--- config.mk ---
export PLATFORM = sky130hd
export DESIGN_NAME = elastic_pipe_reg
export DESIGN_NICKNAME = d
export VERILOG_FILES = /design/src/rtl/elastic_pipe_reg.sv
export SDC_FILE = /design/constraint.sdc
export NUM_CORES = 1
export LEC_CHECK = 0
export BUFFER_PORTS_ARGS = -buffer_cell sky130_fd_sc_hd__buf_2
export CORE_MARGIN = 2
export CORE_UTILIZATION = 52
export DETAILED_ROUTE_END_ITERATION = 8
export MAX_ROUTING_LAYER = met4
export PLACE_DENSITY = 0.8
export SYNTH_ARGS = -nofsm -noshare
export SYNTH_HDL_FRONTEND = slang
export SYNTH_SLANG_ARGS = --single-unit
--- constraint.sdc ---
create_clock -name clk -period 2.1 [get_ports clk]
set_input_delay 0 -clock clk [delete_from_list [all_inputs] [get_ports clk]]
set_output_delay 0 -clock clk [all_outputs]
set_load 0.02 [all_outputs]
--- src/rtl/elastic_pipe_reg.sv ---
`timescale 1ns/1ps
`default_nettype none
// ============================================================================
// Module   : elastic_pipe_reg
// Purpose  : Elastic valid/ready register chain of STAGES slots carrying a
//            WIDTH-bit payload, with synchronous flush and occupancy count.
//            Optional one-entry skid ahead of slot 0 is enabled by defining
//            the macro ELASTIC_PIPE_SKID_EN; it makes in_ready a registered
//            signal with no combinational path from out_ready.
// Revision : 1.0 - initial release
// ============================================================================
module elastic_pipe_reg #(
  parameter int WIDTH  = 32,
  parameter int STAGES = 2,
  parameter int CW     = $clog2(STAGES + 2)
) (
  input  logic             clk,
  input  logic             reset,
  input  logic             flush,
  input  logic             in_valid,
  output logic             in_ready,
  input  logic [WIDTH-1:0] in_data,
  output logic             out_valid,
  input  logic             out_ready,
  output logic [WIDTH-1:0] out_data,
  output logic [CW-1:0]    count
);

  localparam int c_HEAD = STAGES - 1;

  // Slot state: index 0 faces the input, index c_HEAD drives the output.
  logic [STAGES-1:0] r_v;
  logic [WIDTH-1:0]  r_d [STAGES];
  logic [CW-1:0]     r_count;

  // Per-slot advance enable and the valid/data each slot would load.
  logic [STAGES-1:0] w_adv;
  logic [STAGES-1:0] w_up_v;
  logic [WIDTH-1:0]  w_up_d [STAGES];

  // Source feeding slot 0 (input directly, or the skid when occupied).
  logic              w_src_v;
  logic [WIDTH-1:0]  w_src_d;

  logic              w_in_fire;
  logic              w_out_fire;

  // A slot may advance when the head is being drained or any slot from it
  // to the head is empty; this is the unrolled form of the adv recurrence,
  // written without a self-referencing vector.
  genvar gi;
  generate
    for (gi = 0; gi < STAGES; gi++) begin : g_adv
      assign w_adv[gi] = out_ready | ~(&r_v[STAGES-1:gi]);
    end
  endgenerate

  // Each slot loads from its predecessor; slot 0 loads from the source mux.
  generate
    for (gi = 0; gi < STAGES; gi++) begin : g_up
      if (gi == 0) begin : g_first
        assign w_up_v[gi] = w_src_v;
        assign w_up_d[gi] = w_src_d;
      end else begin : g_chain
        assign w_up_v[gi] = r_v[gi-1];
        assign w_up_d[gi] = r_d[gi-1];
      end
    end
  endgenerate

`ifdef ELASTIC_PIPE_SKID_EN
  logic             r_sv;
  logic [WIDTH-1:0] r_sd;

  // Ready comes straight from the skid flop, gated only by flush.
  assign in_ready  = ~r_sv & ~flush;
  assign w_in_fire = in_valid & in_ready;
  // An occupied skid is older than anything on the input, so it goes first.
  assign w_src_v   = r_sv | w_in_fire;
  assign w_src_d   = r_sv ? r_sd : in_data;

  // Skid captures an accepted payload only when slot 0 cannot take it.
  always_ff @(posedge clk or posedge reset) begin
    if (reset) begin
      r_sv <= 1'b0;
      r_sd <= '0;
    end else if (flush) begin
      r_sv <= 1'b0;
    end else if (r_sv) begin
      if (w_adv[0]) begin
        r_sv <= 1'b0;
      end
    end else if (w_in_fire && !w_adv[0]) begin
      r_sv <= 1'b1;
      r_sd <= in_data;
    end
  end
`else
  // Without a skid, ready is the slot-0 advance, combinational from out_ready.
  assign in_ready  = w_adv[0] & ~flush;
  assign w_in_fire = in_valid & in_ready;
  assign w_src_v   = w_in_fire;
  assign w_src_d   = in_data;
`endif

  assign out_valid  = r_v[c_HEAD] & ~flush;
  assign out_data   = r_d[c_HEAD];
  assign w_out_fire = out_valid & out_ready;
  assign count      = r_count;

  // Slot chain: advancing slots take the upstream valid; data only moves
  // with a valid payload so bubbles never overwrite held data.
  always_ff @(posedge clk or posedge reset) begin
    if (reset) begin
      r_v <= '0;
      for (int i = 0; i < STAGES; i++) begin
        r_d[i] <= '0;
      end
    end else if (flush) begin
      r_v <= '0;
    end else begin
      for (int i = 0; i < STAGES; i++) begin
        if (w_adv[i]) begin
          r_v[i] <= w_up_v[i];
          if (w_up_v[i]) begin
            r_d[i] <= w_up_d[i];
          end
        end
      end
    end
  end

  // Occupancy: up on accept, down on delivery, cleared by flush.
  always_ff @(posedge clk or posedge reset) begin
    if (reset) begin
      r_count <= '0;
    end else if (flush) begin
      r_count <= '0;
    end else if (w_in_fire && !w_out_fire) begin
      r_count <= r_count + CW'(1);
    end else if (!w_in_fire && w_out_fire) begin
      r_count <= r_count - CW'(1);
    end
  end

endmodule
`default_nettype wire

Yosys cells after proc, flatten, opt, wreduce, memory -nomap -nowiden --
Cells that the tools add are included.
Operators by class: eq/ne operators 0, order comparisons 0, reductions and logical operators 10, shift operators 0, multiplexer cells 6, divide/modulo/power cells 0, $mul 0, bitwise operators 9, $add $sub $neg 2
Operator list (number):
- 2-bit 2-to-1 mux | 4
- 3-bit AND reduction | 2
- 1-bit bitwise AND | 4
- 2-bit nonzero test | 2
- 1-bit NOT | 3
- 3-bit nonzero test | 1
- 2-bit by 1-bit adder with 2-bit output (second input constant) | 1
- 1-bit logical AND | 2
- 1-bit logical NOT | 2
- 1-bit 2-to-1 mux | 2
- 1-bit OR | 2
- 2-bit AND reduction | 1
- 2-bit by 1-bit subtractor with 2-bit output (second input constant) | 1
Word-level totals: input bits 37, bits in read-only memories 0, bits in latches 0, memories kept 0, output and inout bits 36, logic and storage cells 32, register bits 68, bits in writable memories 0

Longest topological paths before layout --
word-level depth 10, gate-level depth with buffers 5, gate-level depth less buffers 3

Worst setup path after synthesis --
OpenSTA, ideal clock, no wires.
path kind reg-to-reg, start point reg r_v[1], end point reg r_d (netlist bit out_data[20]), setup slack 0.643 ns, cell stages (with the launch flop) 5, library setup time 0.125 ns, period minus slack after synthesis 1.457 ns, required time 1.975 ns, data arrival time 1.332 ns, path buffers 1, cells stage by stage dfrtp_1 > nor2b_4 > nor3b_4 > buf_6 > mux2_2
Between the ends: longest elaborated chain between the ends 3
RTL lines:
- from (decl) | RTL line 32 | logic [STAGES-1:0] r_v;
- from (signal, indexed assignment) | RTL line 124 | r_v[i] <= w_up_v[i];
- 1-bit NOT | RTL line 54 | assign w_adv[gi] = out_ready | ~(&r_v[STAGES-1:gi]);
- 1-bit OR | RTL line 54
- 3-bit AND reduction (no line)
- to (signal, indexed assignment) | RTL line 126 | r_d[i] <= w_up_d[i];
- to (decl) | RTL line 33 | logic [WIDTH-1:0] r_d [STAGES];
Every way passes these cells. A chain may end at the register's enable or synchronous reset.

Worst setup path in the final report --
start point reg r_v[1], end point reg r_d (netlist bit out_data[3])
The elaborated chain is that of the path after synthesis.

==> flow_summary.ini <==
[worst_setup_path]
crit_path_start = r_v[1]$_DFFE_PP0P_
rr_startpoint = r_v[1]$_DFFE_PP0P_
crit_arrival_ps = 1810
worst_setup_path_start_kind = register
cp_num_cells = 4
critPathTopFamily = flip-flops
rr_worst_depth = 4
worstSetupPathType = register to register
worstPathMaxFanout = 23
path_cells = nor2b_4 -> nor3b_4 -> buf_4 -> mux2_2
worst_ep_required_time_ps = 2310
ff2ff_setup_slack_ps = 510
end_kind = register
crit_buf_inv = 1
crit_slowest_cell = dfrtp_1
cpPeakStageDelay_ps = 440
r2r_end = out_data[3]$_DFFE_PP0P_
endpoint = out_data[3]$_DFFE_PP0P_

[cts]
path_clk_slew_ps = 70
postCtsSetupRepairBufs = 0
cts_buffer_depth = 2
cts_sinks = 68
cts_tree = built
cts.repair.resized = 0
cts_root_buf = clkbuf_8
insertion_delay_ps = 330
h-tree-depth = 3
cts_hold_buf = 36
cts_buffers = 9

[finish]
post-route-cell-area_um2 = 3631
drive_above_1_share_pct = 55.48
nets = 316
area_growth_pct = 24.71
antenna_cells = 0

[worst_hold_path]
hp-class = primary input to register

[placement]
port_buffers = 72
globalplace.congestion = 0.7058
placed_cell_area_um2 = 3102
dpl.hpwl_mm = 3.197

[grt]
grt_overflow = 0
grt_pass1_vias = 1874
antenna_found_initial = 0
grt_usage_pct = 18.75
grt_max_degree = 43
grt_pass1_wl_mm = 8.666

[floorplanning]
dieHeight_um = 78.83
die_w_um = 78.83
die_area_um2 = 6213
rows = 27
core_area_um2 = 5473
initial_utilization_pct = 53.20
ios = 73

[sta]
max_freq_mhz = 628.0
fin_hold_ws_ps = 75.13
setup_viol = 0
tightest_slew_ps = 585.3
fin_crit_sh_pct = 75.83
tns_ps = 0
hold_viol = 0
slew_violations = 0
fin_crit_ps = 1592
grt_setup_unrepaired = false
relSlewSlack_pct = 60.92
skew_ps = 7.217

[synth]
synth_seq_cells = 68
synth_area_per_cell_um2 = 14.93
ys_seq_area_share_pct = 58.44
ys_types = 21
synth_area_um2 = 2912
synth_warnings = 0
syn_inst = 195
synth_nets = 232

[power]
power_mw = 3.560
p_leak_nw = 1.692
ir_drop_uv = 555.9
p_comb_share_pct = 25.2
p_int_mw = 2.512
p_sw_share_pct = 29.42
power.switching_mw = 1.047
power_frac_clock_pct = 26.0
p_seq_share_pct = 48.8
p_per_area_nw_per_um2 = 980.3

[routing]
drt_iter0_markers = 43
wl_per_cell_um = 14.54
drc = 0
wirelength_mm = 5.161
post_drt_via_cell_ratio = 4.823
ant_nets = 0
vias = 1712
first_pass_iters = 4

[status]
status = finished, final reports clean

[job]
maxCapViolCount = 0
[cells by family after synthesis]
kind of cell           count (synthesis)  share of synthesized area (%)
muxes                                 65                          25.14
and+or+nand+nor                       17                          4.298
DFF                                   68                          58.44
AOI/OAI and AO/OA                      5                          1.161
buffers and inverters                 40                          10.96
[layout by cell type, fill, tap and decap left out, types with 2 or more instances in the layout]
cell type      count
nor2b_1            2
dlygate4sd3_1     36
clkinv_2           2
mux2_1             2
nor2_1             6
mux2_2            63
and3b_1            2
buf_4              2
dfrtp_1           68
clkbuf_1           2
buf_2             72
buf_12             2
clkbuf_8          11
[cell usage after synthesis]
cell type | count | area share [%]
and3b_1 | 2 | 0.60
nand2_2 | 1 | 0.22
nor4bb_1 | 1 | 0.34
nor2b_4 | 1 | 0.47
nor2b_1 | 2 | 0.43
nor3b_4 | 1 | 0.64
mux2_1 | 2 | 0.77
buf_4 | 33 | 8.5
buf_6 | 6 | 2.3
a31oi_1 | 1 | 0.22
o21ai_0 | 1 | 0.17
a21boi_0 | 1 | 0.26
a211oi_1 | 1 | 0.26
dfrtp_1 | 68 | 58
o211ai_1 | 1 | 0.26
nor2b_2 | 1 | 0.30
inv_1 | 1 | 0.13
nor3b_1 | 1 | 0.26
nor2_1 | 6 | 0.77
mux2_2 | 63 | 24
nand3b_1 | 1 | 0.26
[cell type report]
class / instances / area, µm²
clock buffers: 13 / 158.9
clock inverters: 2 / 10.01
fillers: 410 / 1842
inverters: 1 / 3.754
multi-input cells: 87 / 890.9
flip-flops and latches: 68 / 1702
well taps: 72 / 90.09
repair buffers: 112 / 775.7
[metrics by stage]
stage	util [%]	std cells	worst slack, ps
after global routing	66.35	355	419.7
after global placement	56.68	304	536.3
after detailed placement	56.68	304	501.2
final	66.35	355	507.6
after floorplan	-	195	388.5
after CTS	66.35	355	482.0
[worst min path at each step]
stage | from | to | slack, ps | cells after the start
CTS | out_ready | r_v[1]$_DFFE_PP0P_ | 50 | 4
global placement | reset | r_d[62]$_DFFE_PP0P_ | 90 | 2
global route | out_ready | r_v[1]$_DFFE_PP0P_ | 110 | 4
finish | out_ready | r_v[1]$_DFFE_PP0P_ | 80 | 4
detailed placement | reset | r_d[46]$_DFFE_PP0P_ | 100 | 2
floorplan | in_valid | r_v[0]$_DFFE_PP0P_ | 130 | 2
[metal layers]
layer / global-route usage (%) / wire, µm / vias up / part of all wire [%]
li1: - / - / 810 / -
met1: 21.46 / 2096 / 841 / 41
met2: 31.88 / 2741 / 47 / 53
met3: 3.523 / 180 / 14 / 3.5
met4: 9.310 / 142 / 0 / 2.8
met5: - / 0 / - / 0
[registers in the layout, summed over array words and instances, names as in the netlist]
name and cells:
r_d 32, r_v 2, out_data 32, count 2
[power by group through the flow]
stage	Combinational [mW]	Sequential, mW	Clock [mW]
final	0.896	1.74	0.924
after detailed placement	0.857	1.76	0
after global routing	0.970	1.77	1.02
after global placement	0.831	1.75	0
after floorplan	0.853	1.72	0
after CTS	0.909	1.74	0.959
[worst reg2reg max path: cells and delay by family, from the launching register on]
kind	cells	cell delay [ps]
DFF	1	440
muxes	1	390
buffers and inverters	1	320
and+or+nand+nor	2	330
No activity file was read; power rests on OpenSTA's default activity.
